## config.mk

```make
export PLATFORM = sky130hd
export DESIGN_NAME = watch_set_core
export DESIGN_NICKNAME = d
export VERILOG_FILES = /design/src/rtl/watch_set_core.sv
export SDC_FILE = /design/constraint.sdc
export NUM_CORES = 1
export LEC_CHECK = 0
export ABC_AREA = 1
export CAP_MARGIN = 15
export CORE_ASPECT_RATIO = 2
export CORE_MARGIN = 10
export CORE_UTILIZATION = 48
export DETAILED_ROUTE_END_ITERATION = 8
export HOLD_SLACK_MARGIN = 0.08
export PLACE_DENSITY = 0.66
export REMOVE_ABC_BUFFERS = 1
export SYNTH_ARGS = -nofsm -noshare
export SYNTH_HDL_FRONTEND = slang
export SYNTH_SLANG_ARGS = --single-unit
```

## constraint.sdc

```tcl
create_clock -name clk -period 5.2 [get_ports clk]
set_clock_uncertainty 0.1 [all_clocks]
set_input_delay 1.56 -clock clk [delete_from_list [all_inputs] [get_ports clk]]
set_output_delay 1.56 -clock clk [all_outputs]
set_load 0.005 [all_outputs]
```

## src/rtl/watch_set_core.sv

```systemverilog
// ============================================================================
// Module   : watch_set_core
// Purpose  : HH:MM:SS watch with free-running seconds and a RUN/SET edit mode.
// Revision : 1.0 - initial release
// ============================================================================
`default_nettype none

module watch_set_core #(
   parameter int TICKS_PER_SEC = 100000000,
   parameter int HOURS_MAX     = 24,
   parameter int BLINK_DIV     = TICKS_PER_SEC / 2
) (
   input  logic        clk,
   input  logic        reset_n,
   input  logic        btn_mode,
   input  logic        btn_sel,
   input  logic        btn_inc,
   input  logic        btn_dec,
   output logic [23:0] time_bcd,
   output logic        set_mode,
   output logic [1:0]  sel_field,
   output logic        blink_phase,
   output logic        sec_tick
);

   localparam int              c_PW         = $clog2(TICKS_PER_SEC);
   localparam int              c_BW         = (BLINK_DIV > 1) ? $clog2(BLINK_DIV) : 1;
   localparam logic [c_PW-1:0] c_PRESC_LAST = c_PW'(TICKS_PER_SEC - 1);
   localparam logic [c_BW-1:0] c_BLINK_LAST = c_BW'(BLINK_DIV - 1);
   localparam logic [4:0]      c_HOUR_LAST  = 5'(HOURS_MAX - 1);

   localparam logic [0:0] c_RUN = 1'b0;
   localparam logic [0:0] c_SET = 1'b1;

   logic [0:0]      r_state;
   logic [c_PW-1:0] r_presc;
   logic [c_BW-1:0] r_blink_cnt;
   logic            r_blink_phase;
   logic            r_sec_tick;
   logic [1:0]      r_sel;
   logic [5:0]      r_live_s, r_live_m, r_shd_s, r_shd_m;
   logic [4:0]      r_live_h, r_shd_h;
   logic [23:0]     r_time_bcd;

   logic [0:0]      w_state_nx;
   logic [c_PW-1:0] w_presc_nx;
   logic [1:0]      w_sel_nx;
   logic [5:0]      w_live_s_nx, w_live_m_nx, w_shd_s_nx, w_shd_m_nx;
   logic [4:0]      w_live_h_nx, w_shd_h_nx;
   logic [5:0]      w_disp_s, w_disp_m;
   logic [4:0]      w_disp_h;
   logic            w_enter, w_exit, w_edit;

   function automatic logic [5:0] inc59(input logic [5:0] v);
      return (v == 6'd59) ? 6'd0 : v + 6'd1;
   endfunction

   function automatic logic [5:0] dec59(input logic [5:0] v);
      return (v == 6'd0) ? 6'd59 : v - 6'd1;
   endfunction

   function automatic logic [7:0] bcd2(input logic [5:0] v);
      return {4'(v / 6'd10), 4'(v % 6'd10)};
   endfunction

   assign w_enter = (r_state == c_RUN) && btn_mode;
   assign w_exit  = (r_state == c_SET) && btn_mode;
   assign w_edit  = (r_state == c_SET) && !btn_mode;

   assign w_state_nx = btn_mode ? ~r_state : r_state;
   assign w_presc_nx = (w_exit || r_presc == c_PRESC_LAST) ? '0 : r_presc + 1'b1;

   // The SET-exit load takes precedence over a coinciding second advance.
   always_comb begin
      w_live_s_nx = r_live_s;
      w_live_m_nx = r_live_m;
      w_live_h_nx = r_live_h;
      if (w_exit) begin
         w_live_s_nx = r_shd_s;
         w_live_m_nx = r_shd_m;
         w_live_h_nx = r_shd_h;
      end else if (r_sec_tick) begin
         w_live_s_nx = inc59(r_live_s);
         if (r_live_s == 6'd59) begin
            w_live_m_nx = inc59(r_live_m);
            if (r_live_m == 6'd59)
               w_live_h_nx = (r_live_h == c_HOUR_LAST) ? 5'd0 : r_live_h + 5'd1;
         end
      end
   end

   always_comb begin
      w_shd_s_nx = r_shd_s;
      w_shd_m_nx = r_shd_m;
      w_shd_h_nx = r_shd_h;
      w_sel_nx   = r_sel;
      if (w_enter) begin
         w_shd_s_nx = w_live_s_nx;
         w_shd_m_nx = w_live_m_nx;
         w_shd_h_nx = w_live_h_nx;
         w_sel_nx   = 2'd0;
      end else if (w_edit) begin
         if (btn_sel)
            w_sel_nx = (r_sel == 2'd2) ? 2'd0 : r_sel + 2'd1;
         if (btn_inc ^ btn_dec) begin
            case (r_sel)
               2'd0:    w_shd_s_nx = btn_inc ? inc59(r_shd_s) : dec59(r_shd_s);
               2'd1:    w_shd_m_nx = btn_inc ? inc59(r_shd_m) : dec59(r_shd_m);
               2'd2: begin
                  if (btn_inc)
                     w_shd_h_nx = (r_shd_h == c_HOUR_LAST) ? 5'd0 : r_shd_h + 5'd1;
                  else
                     w_shd_h_nx = (r_shd_h == 5'd0) ? c_HOUR_LAST : r_shd_h - 5'd1;
               end
               default: ;
            endcase
         end
      end
   end

   // Display is registered from next-state values so it tracks state without lag.
   assign w_disp_s = (w_state_nx == c_SET) ? w_shd_s_nx : w_live_s_nx;
   assign w_disp_m = (w_state_nx == c_SET) ? w_shd_m_nx : w_live_m_nx;
   assign w_disp_h = (w_state_nx == c_SET) ? w_shd_h_nx : w_live_h_nx;

   always_ff @(posedge clk or negedge reset_n) begin
      if (!reset_n) begin
         r_state       <= c_RUN;
         r_presc       <= '0;
         r_blink_cnt   <= '0;
         r_blink_phase <= 1'b0;
         r_sec_tick    <= 1'b0;
         r_sel         <= 2'd0;
         r_live_s      <= 6'd0;
         r_live_m      <= 6'd0;
         r_live_h      <= 5'd0;
         r_shd_s       <= 6'd0;
         r_shd_m       <= 6'd0;
         r_shd_h       <= 5'd0;
         r_time_bcd    <= 24'd0;
      end else begin
         r_state    <= w_state_nx;
         r_presc    <= w_presc_nx;
         r_sec_tick <= (w_presc_nx == c_PRESC_LAST);
         if (r_blink_cnt == c_BLINK_LAST) begin
            r_blink_cnt   <= '0;
            r_blink_phase <= ~r_blink_phase;
         end else begin
            r_blink_cnt <= r_blink_cnt + 1'b1;
         end
         r_sel      <= w_sel_nx;
         r_live_s   <= w_live_s_nx;
         r_live_m   <= w_live_m_nx;
         r_live_h   <= w_live_h_nx;
         r_shd_s    <= w_shd_s_nx;
         r_shd_m    <= w_shd_m_nx;
         r_shd_h    <= w_shd_h_nx;
         r_time_bcd <= {bcd2({1'b0, w_disp_h}), bcd2(w_disp_m), bcd2(w_disp_s)};
      end
   end

   assign time_bcd    = r_time_bcd;
   assign set_mode    = (r_state == c_SET);
   assign sel_field   = r_sel;
   assign blink_phase = r_blink_phase;
   assign sec_tick    = r_sec_tick;

endmodule

`default_nettype wire

```

Word level (Yosys, flattened, before mapping)
Cells that the tools add are included.
{"block": "op_classes", "div": 6, "bitwise": 3, "n_eq_ne": 11, "mux": 43, "reduce_logical": 12, "addsub": 12}
{"cell": "2-to-1 mux 6 bit", "count": 23}
{"cell": "2-to-1 mux 5 bit", "count": 13}
{"cell": "equality test 27 bit, second input constant", "count": 2}
{"cell": "adder 27 x 1 -> 27 bit, second input constant", "count": 1}
{"cell": "2-to-1 mux 27 bit", "count": 1}
{"cell": "adder 26 x 1 -> 26 bit, second input constant", "count": 1}
{"cell": "equality test 26 bit, second input constant", "count": 1}
{"cell": "2-to-1 mux 26 bit", "count": 1}
{"cell": "adder 6 x 1 -> 6 bit, second input constant", "count": 4}
{"cell": "equality test 6 bit, second input constant", "count": 4}
{"cell": "divider 6 x 4 -> 6 bit, second input constant", "count": 2}
{"cell": "logical NOT 6 bit", "count": 2}
{"cell": "modulo 6 x 4 -> 6 bit, second input constant", "count": 2}
{"cell": "subtractor 6 x 1 -> 6 bit, second input constant", "count": 2}
{"cell": "adder 5 x 1 -> 5 bit, second input constant", "count": 2}
{"cell": "equality test 5 bit, second input constant", "count": 2}
{"cell": "2-to-1 mux 2 bit", "count": 4}
{"cell": "divider 5 x 4 -> 6 bit, second input constant", "count": 1}
{"cell": "modulo 5 x 4 -> 6 bit, second input constant", "count": 1}
{"cell": "logical NOT 5 bit", "count": 1}
{"cell": "subtractor 5 x 1 -> 5 bit, second input constant", "count": 1}
{"cell": "nonzero test 2 bit", "count": 2}
{"cell": "logical AND 1 bit", "count": 3}
{"cell": "adder 2 x 1 -> 2 bit, second input constant", "count": 1}
{"cell": "other kinds (9)", "count": 10}
{"block": "word_totals", "output_inout_bits": 29, "inputBits": 6, "elab_cells": 100, "ff_bits": 116}

Logic depth before layout (Yosys ltp)
Gate-level depths: netlist of run 1.
{"block": "logic_depth", "depth_word": 9, "depth_mapped": 29, "ltp_nobuf": 29}

Worst setup path before layout of run 1
Ideal clock, no wire load.
{"block": "synth_timing", "kind": "input to register", "from": "input port btn_mode", "to": "register r_time_bcd[3], in the netlist time_bcd[3]", "required_ps": 4984, "path_slack_ps": 947, "setup_time_ps": 116, "arrival_time_ps": 4037, "stages": 23, "path_buffers": 2, "path_cell_list": "inv_1 -> ha_1 -> inv_1 -> buf_2 -> buf_1 -> nand2_1 -> nand2_1 -> nand3_1 -> nand2_1 -> inv_1 -> ha_1 -> inv_1 -> nor2_1 -> nand2_1 -> nand4_1 -> nand2_4 -> nand3_1 -> nand2_2 -> ha_1 -> nand3b_1 -> nand2_1 -> nand2_1 -> nand2_1"}
{"block": "synth_between", "elab_cells_between_ends": 10, "cone_classes": "div (1); mux (5); reduce/logical (4)"}
{"item": "start: declaration", "line_no": "15", "source": "input logic btn_mode,"}
{"item": "2-to-1 mux 1 bit", "line_no": "70", "source": "assign w_state_nx = btn_mode ? ~r_state : r_state;"}
{"item": "named net w_state_nx", "line_no": "45", "source": "logic [0:0] w_state_nx;"}
{"item": "2-to-1 mux 6 bit", "line_no": "122", "source": "assign w_disp_s = (w_state_nx == c_SET) ? w_shd_s_nx : w_live_s_nx;"}
{"item": "modulo 6 x 4 -> 6 bit", "line_no": "63", "source": "return {4'(v / 6'd10), 4'(v % 6'd10)};"}
{"item": "end signal: assignment", "line_no": "158", "source": "r_time_bcd <= {bcd2({1'b0, w_disp_h}), bcd2(w_disp_m), bcd2(w_disp_s)};"}
{"item": "end: declaration", "line_no": "43", "source": "logic [23:0] r_time_bcd;"}
The timed path passes the listed nets, and every way through them passes these cells.
A chain may end at the register's enable or synchronous reset.

Final worst setup path of run 1
{"block": "layout_timing", "from": "input port btn_mode", "to": "register r_time_bcd[3], in the netlist time_bcd[3]"}
{"block": "layout_between", "elab_cells_between_ends": 10, "cone_classes": "div (1); mux (5); reduce/logical (4)"}
{"item": "logical AND 1 bit", "line_no": "67", "source": "assign w_exit = (r_state == c_SET) && btn_mode;"}
{"item": "2-to-1 mux 6 bit", "line_no": "78", "source": "if (w_exit) begin"}
{"item": "named net w_live_s_nx[3]", "line_no": "48", "source": "logic [5:0] w_live_s_nx, w_live_m_nx, w_shd_s_nx, w_shd_m_nx;"}
{"item": "2-to-1 mux 6 bit", "line_no": "97", "source": "if (w_enter) begin"}
{"item": "named net w_shd_s_nx[3]", "line_no": "48"}
{"item": "2-to-1 mux 6 bit", "line_no": "122"}
{"item": "modulo 6 x 4 -> 6 bit", "line_no": "63"}
The timed path passes the listed nets, and every way through them passes these cells.

==> report_table.html, run 1 <==
<table>
<tr><th>Metric</th><th>Value</th></tr>
<tr><th colspan="2">Global route</th></tr>
<tr><td>First-pass GRT wire length</td><td>slightly above 30000 um</td></tr>
<tr><td>Via count of the first global-routing pass</td><td>approximately 6600</td></tr>
<tr><td>Global route total overflow</td><td>0</td></tr>
<tr><td>Antenna violations before repair</td><td>0</td></tr>
<tr><td>Gr usage total</td><td>0.176</td></tr>
<tr><td>Pin count of the biggest net entering global routing</td><td>between 60 and 70</td></tr>
<tr><th colspan="2">Finish</th></tr>
<tr><td>Fraction of final layout cells with drive strength greater than 1</td><td>0.121</td></tr>
<tr><td>Final Net Count</td><td>1070</td></tr>
<tr><td>Area growth syn-to-layout</td><td>11.7%</td></tr>
<tr><td>Count of inserted antenna diode cells</td><td>0</td></tr>
<tr><th colspan="2">Critical path</th></tr>
<tr><td>Cell repeated most along the worst path</td><td>nand2_1</td></tr>
<tr><td>Critical Setup Path Class</td><td>primary input to flip-flop</td></tr>
<tr><td>Critical Path Sink Type</td><td>flip-flop</td></tr>
<tr><td>Bufs and invs on worst path</td><td>6</td></tr>
<tr><td>Cell family with most CP delay</td><td>simple AND/OR/NAND/NOR gates</td></tr>
<tr><td>FF-to-FF setup slack</td><td>1.79 ns</td></tr>
<tr><td>End of the worst register-to-register path</td><td>time_bcd[3]</td></tr>
<tr><td>Crit path max fanout</td><td>7</td></tr>
<tr><td>Required time of the critical path</td><td>5.36 ns</td></tr>
<tr><td>Peak per-stage delay on the critical path</td><td>0.52 ns</td></tr>
<tr><td>Slowest cell on the critical path</td><td>clkdlybuf4s50_1</td></tr>
<tr><td>Source of the worst register-to-register timing path</td><td>r_shd_s[0]</td></tr>
<tr><td>Setup crit start kind</td><td>primary input</td></tr>
<tr><td>Arrival time of data at the critical path endpoint</td><td>approximately 4.8 ns</td></tr>
<tr><td>R2R cell count</td><td>26</td></tr>
<tr><th colspan="2">Outcome</th></tr>
<tr><td>Result of the run</td><td>complete, no violations</td></tr>
<tr><th colspan="2">STA</th></tr>
<tr><td>Worst slew slack as a fraction of its limit</td><td>0.522</td></tr>
<tr><td>Fmax achieved</td><td>roughly 220 MHz</td></tr>
<tr><td>Final count of negative-setup-slack endpoints</td><td>0</td></tr>
<tr><td>Post-route minimum period</td><td>around 4.6 ns</td></tr>
<tr><td>Post-route setup TNS</td><td>0 ns</td></tr>
<tr><td>Period Utilization, post-route</td><td>0.887</td></tr>
<tr><td>Unrepaired setup endpoints after global routing</td><td>false</td></tr>
<tr><td>Hold Violations, Final</td><td>0</td></tr>
<tr><td>Number of max-slew violations in the final report</td><td>0</td></tr>
<tr><td>Transition time at the pin with the least slew margin</td><td>between 0.7 and 0.8 ns</td></tr>
<tr><th colspan="2">Yosys</th></tr>
<tr><td>Synth warn</td><td>0</td></tr>
<tr><td>Flip-flop and latch count after synthesis</td><td>about 110</td></tr>
<tr><td>Portion of synthesized cell area occupied by the leading cell type</td><td>0.377</td></tr>
<tr><td>Synthesized instance count</td><td>around 1000</td></tr>
<tr><td>Yosys top cell by area</td><td>dfrtp_1</td></tr>
<tr><td>Count of flip-flops with a built-in enable after synthesis</td><td>0</td></tr>
<tr><td>Synthesized area</td><td>0.00743 sq mm</td></tr>
<tr><td>Leading register cell type out of synthesis</td><td>dfrtp_1</td></tr>
<tr><td>Top cells by area in the synthesized netlist</td><td>dfrtp_1, nand2_1, inv_1</td></tr>
<tr><td>Per-instance average area after synthesis</td><td>between 7 and 8 sq um</td></tr>
<tr><td>Synth cell count leaders</td><td>nand2_1, inv_1, dfrtp_1</td></tr>
<tr><td>Cell with the most instances after synthesis</td><td>nand2_1</td></tr>
<tr><td>Share of synthesized registers carrying an async set or reset</td><td>1.00</td></tr>
<tr><td>Seq/Total Area, Yosys</td><td>0.377</td></tr>
<tr><td>Count of unique library cells instantiated by Yosys</td><td>49</td></tr>
<tr><th colspan="2">Floorplanning</th></tr>
<tr><td>Width of the die</td><td>~110 um</td></tr>
<tr><td>Total I/O pin count</td><td>35</td></tr>
<tr><td>Initial core utilization</td><td>0.488</td></tr>
<tr><td>Number of placement rows</td><td>64</td></tr>
<tr><td>Core area</td><td>around 0.015 sq mm</td></tr>
<tr><td>Die H</td><td>slightly below 200 um</td></tr>
<tr><td>Die Area</td><td>~0.021 sq mm</td></tr>
<tr><th colspan="2">CTS</th></tr>
<tr><td>Worst-skew pair later-pin latency</td><td>roughly 0.36 ns</td></tr>
<tr><td>Number of buffers inserted for hold repair after clock tree synthesis</td><td>0</td></tr>
<tr><td>Clock Pin Slew Worst Setup and Hold Paths</td><td>~0.080 ns</td></tr>
<tr><td>CTS Root Cell</td><td>clkbuf_16</td></tr>
<tr><td>H-Tree Level Count</td><td>3</td></tr>
<tr><td>TritonCTS clock tree</td><td>done</td></tr>
<tr><td>CTS Buffer Depth</td><td>2</td></tr>
<tr><td>Num CTS Buffers</td><td>9</td></tr>
<tr><td>Setup Fix Bufs, Post-CTS</td><td>0</td></tr>
<tr><td>Number of instances resized during post-cts repair</td><td>0</td></tr>
<tr><td>TritonCTS sink count</td><td>approximately 110</td></tr>
<tr><th colspan="2">Power and ir drop</th></tr>
<tr><td>Net switching power</td><td>2.52 mW</td></tr>
<tr><td>Switching share of total power</td><td>0.479</td></tr>
<tr><td>Sequential cell fraction of total power</td><td>0.252</td></tr>
<tr><td>Max VDD drop</td><td>approximately 0.57 mV</td></tr>
<tr><td>Share of total power in combinational logic</td><td>0.610</td></tr>
<tr><td>Power Dens Cells</td><td>about 630 mW/mm^2</td></tr>
<tr><td>Internal Power</td><td>between 2 and 3 mW</td></tr>
<tr><td>Total power after layout</td><td>5.25 mW</td></tr>
<tr><td>Part of the power in the clock network</td><td>0.138</td></tr>
<tr><td>Static Leak</td><td>4.14 nW</td></tr>
<tr><th colspan="2">Detailed routing</th></tr>
<tr><td>Routed length per instance</td><td>between 10 and 15 um</td></tr>
<tr><td>Final Routed Wirelength</td><td>around 18000 um</td></tr>
<tr><td>Routed vias</td><td>approximately 6500</td></tr>
<tr><td>Residual antenna-violating net count after detailed routing</td><td>0</td></tr>
<tr><td>Initial DRC Count</td><td>277</td></tr>
<tr><td>Initial DRT Pass Iterations</td><td>5</td></tr>
<tr><td>Remaining design rule violation count</td><td>0</td></tr>
<tr><td>Routed vias/inst</td><td>around 5.2</td></tr>
<tr><th colspan="2">Placement</th></tr>
<tr><td>Number of I/O port buffers</td><td>30</td></tr>
<tr><td>Routability-driven placement congestion ratio</td><td>around 0.99</td></tr>
<tr><td>Placed wire-length estimate after detailed placement</td><td>~14000 um</td></tr>
<tr><th colspan="2">Min path</th></tr>
<tr><td>Depth of the worst hold-timing path</td><td>1</td></tr>
<tr><td>Min-Delay Path Class</td><td>flip-flop to flip-flop</td></tr>
<tr><td>Hold Crit Endpoint</td><td>r_blink_cnt[25]</td></tr>
<tr><td>Start point of the worst hold path</td><td>r_blink_cnt[25]</td></tr>
<tr><th colspan="2">Run</th></tr>
<tr><td>Number of maximum-capacitance violations</td><td>0</td></tr>
</table>
-- per-stage QoR --
| stage | cell area, sq um | hold slack (ns) | instances | utilization | worst slack [ns] |
|---|---|---|---|---|---|
| after global routing | 8300 | 0.376 | 1242 | 0.545 | 0.312 |
| after CTS | 8300 | 0.359 | 1242 | 0.545 | 0.587 |
| after global placement | 7990 | 0.343 | 1226 | 0.525 | 0.241 |
| after detailed placement | 7990 | 0.349 | 1226 | 0.525 | 0.206 |
| final | 8300 | 0.359 | 1242 | 0.545 | 0.586 |
| after floorplan | 7330 | 0.325 | 984 | - | 0.600 |
-- area by class of cell --
class | count | area, sq um
multi-input combinational | 722 | 3970
inverter | 150 | 563
timing repair buffer | 44 | 415
tap | 198 | 248
clock buffer | 10 | 239
clock inverter | 6 | 66.3
sequential | 112 | 2800
fill | 1473 | 6920
-- kinds of logic (layout without fill, tap and decap cells) --
kind of cell,Yosys count,in the layout,share of synthesized area
AND/OR/NAND/NOR,556,556,0.363
multiplexers,1,1,0.00135
XOR/XNOR,31,31,0.0366
buffers and inverters,172,210,0.0903
adder cells (fa/ha/maj),25,25,0.0421
flip-flops,112,112,0.377
other,1,4,0.000505
AO/OA/AOI/OAI,105,105,0.0886
-- worst max-delay path by stage --
stage / startpoint / to / slack [ns] / cells past startpoint
finish: btn_mode / time_bcd[3] / 0.59 / 28
CTS: btn_mode / time_bcd[3] / 0.59 / 23
global route: btn_inc / time_bcd[3] / 0.31 / 27
detailed placement: btn_mode / time_bcd[3] / 0.21 / 23
floorplan: btn_mode / time_bcd[3] / 0.60 / 19
global placement: btn_mode / time_bcd[3] / 0.24 / 23
-- registers in the layout, summed over array words and instances (netlist names) --
signal and count:
sec_tick 1, time_bcd 20, r_blink_cnt 26, r_shd_m 6
r_presc 27, sel_field 2, r_shd_h 5, r_live_h 5
r_live_m 6, r_live_s 6, r_shd_s 6, blink_phase 1
set_mode 1
-- cell usage in the layout (no fill, tap or decap), drive strengths merged --
cell type / count
nand2: 277
inv: 149
nor2: 125
dfrtp: 112
nand3: 75
o21ai: 54
nand4: 31
clkdlybuf4s50: 29
a21oi: 29
xor2: 25
ha: 25
nor3: 21
buf: 15
nand3b: 10
clkbuf: 10
o211ai: 9
xnor2: 6
nor4: 6
or2: 5
conb: 4
and3: 3
nor3b: 3
clkinvlp: 3
clkinv: 3
a21boi: 3
o21bai: 2
o21a: 2
a31oi: 2
a41oi: 1
a21o: 1
mux2i: 1
o221ai: 1
o2111ai: 1
bufinv: 1
-- power by group through the flow --
stage / clock, mW / combinational [mW] / sequential [mW]
after floorplan: 0 / 2.41 / 1.30
after global placement: 0 / 3.21 / 1.34
after detailed placement: 0 / 3.24 / 1.33
after CTS: 0.737 / 3.24 / 1.32
after global routing: 0.769 / 3.61 / 1.36
final: 0.723 / 3.20 / 1.32
-- metal layers --
metal	global-route usage	part of all wire
met2	0.347	0.58
met1	0.154	0.34
met4	0.115	0.056
met5	0	0
met3	0.0266	0.027
(Power assumes the default switching activity.)
==> run 2, diff against run 1 <==
--- a/constraint.sdc
+++ b/constraint.sdc
@@ -4,2 +4,2 @@
 set_output_delay 1.56 -clock clk [all_outputs]
-set_load 0.005 [all_outputs]
+set_load 0.1 [all_outputs]
==> results of run 2 <==
Same layout as run 1 (identical final DEF). Status: complete, no violations.
Main changes from that run: total power 5.25 mW -> 5.88 mW; worst IR drop on VDD 0.570 mV -> 0.660 mV
==> run 3, diff against run 2 <==
Settings changed: SKIP_CTS_REPAIR_TIMING set to 1.
==> results of run 3 <==
Same layout as run 1 (identical final DEF). Status: complete, no violations.
Main changes from that run: total power 5.25 mW -> 5.88 mW; worst IR drop on VDD 0.570 mV -> 0.660 mV
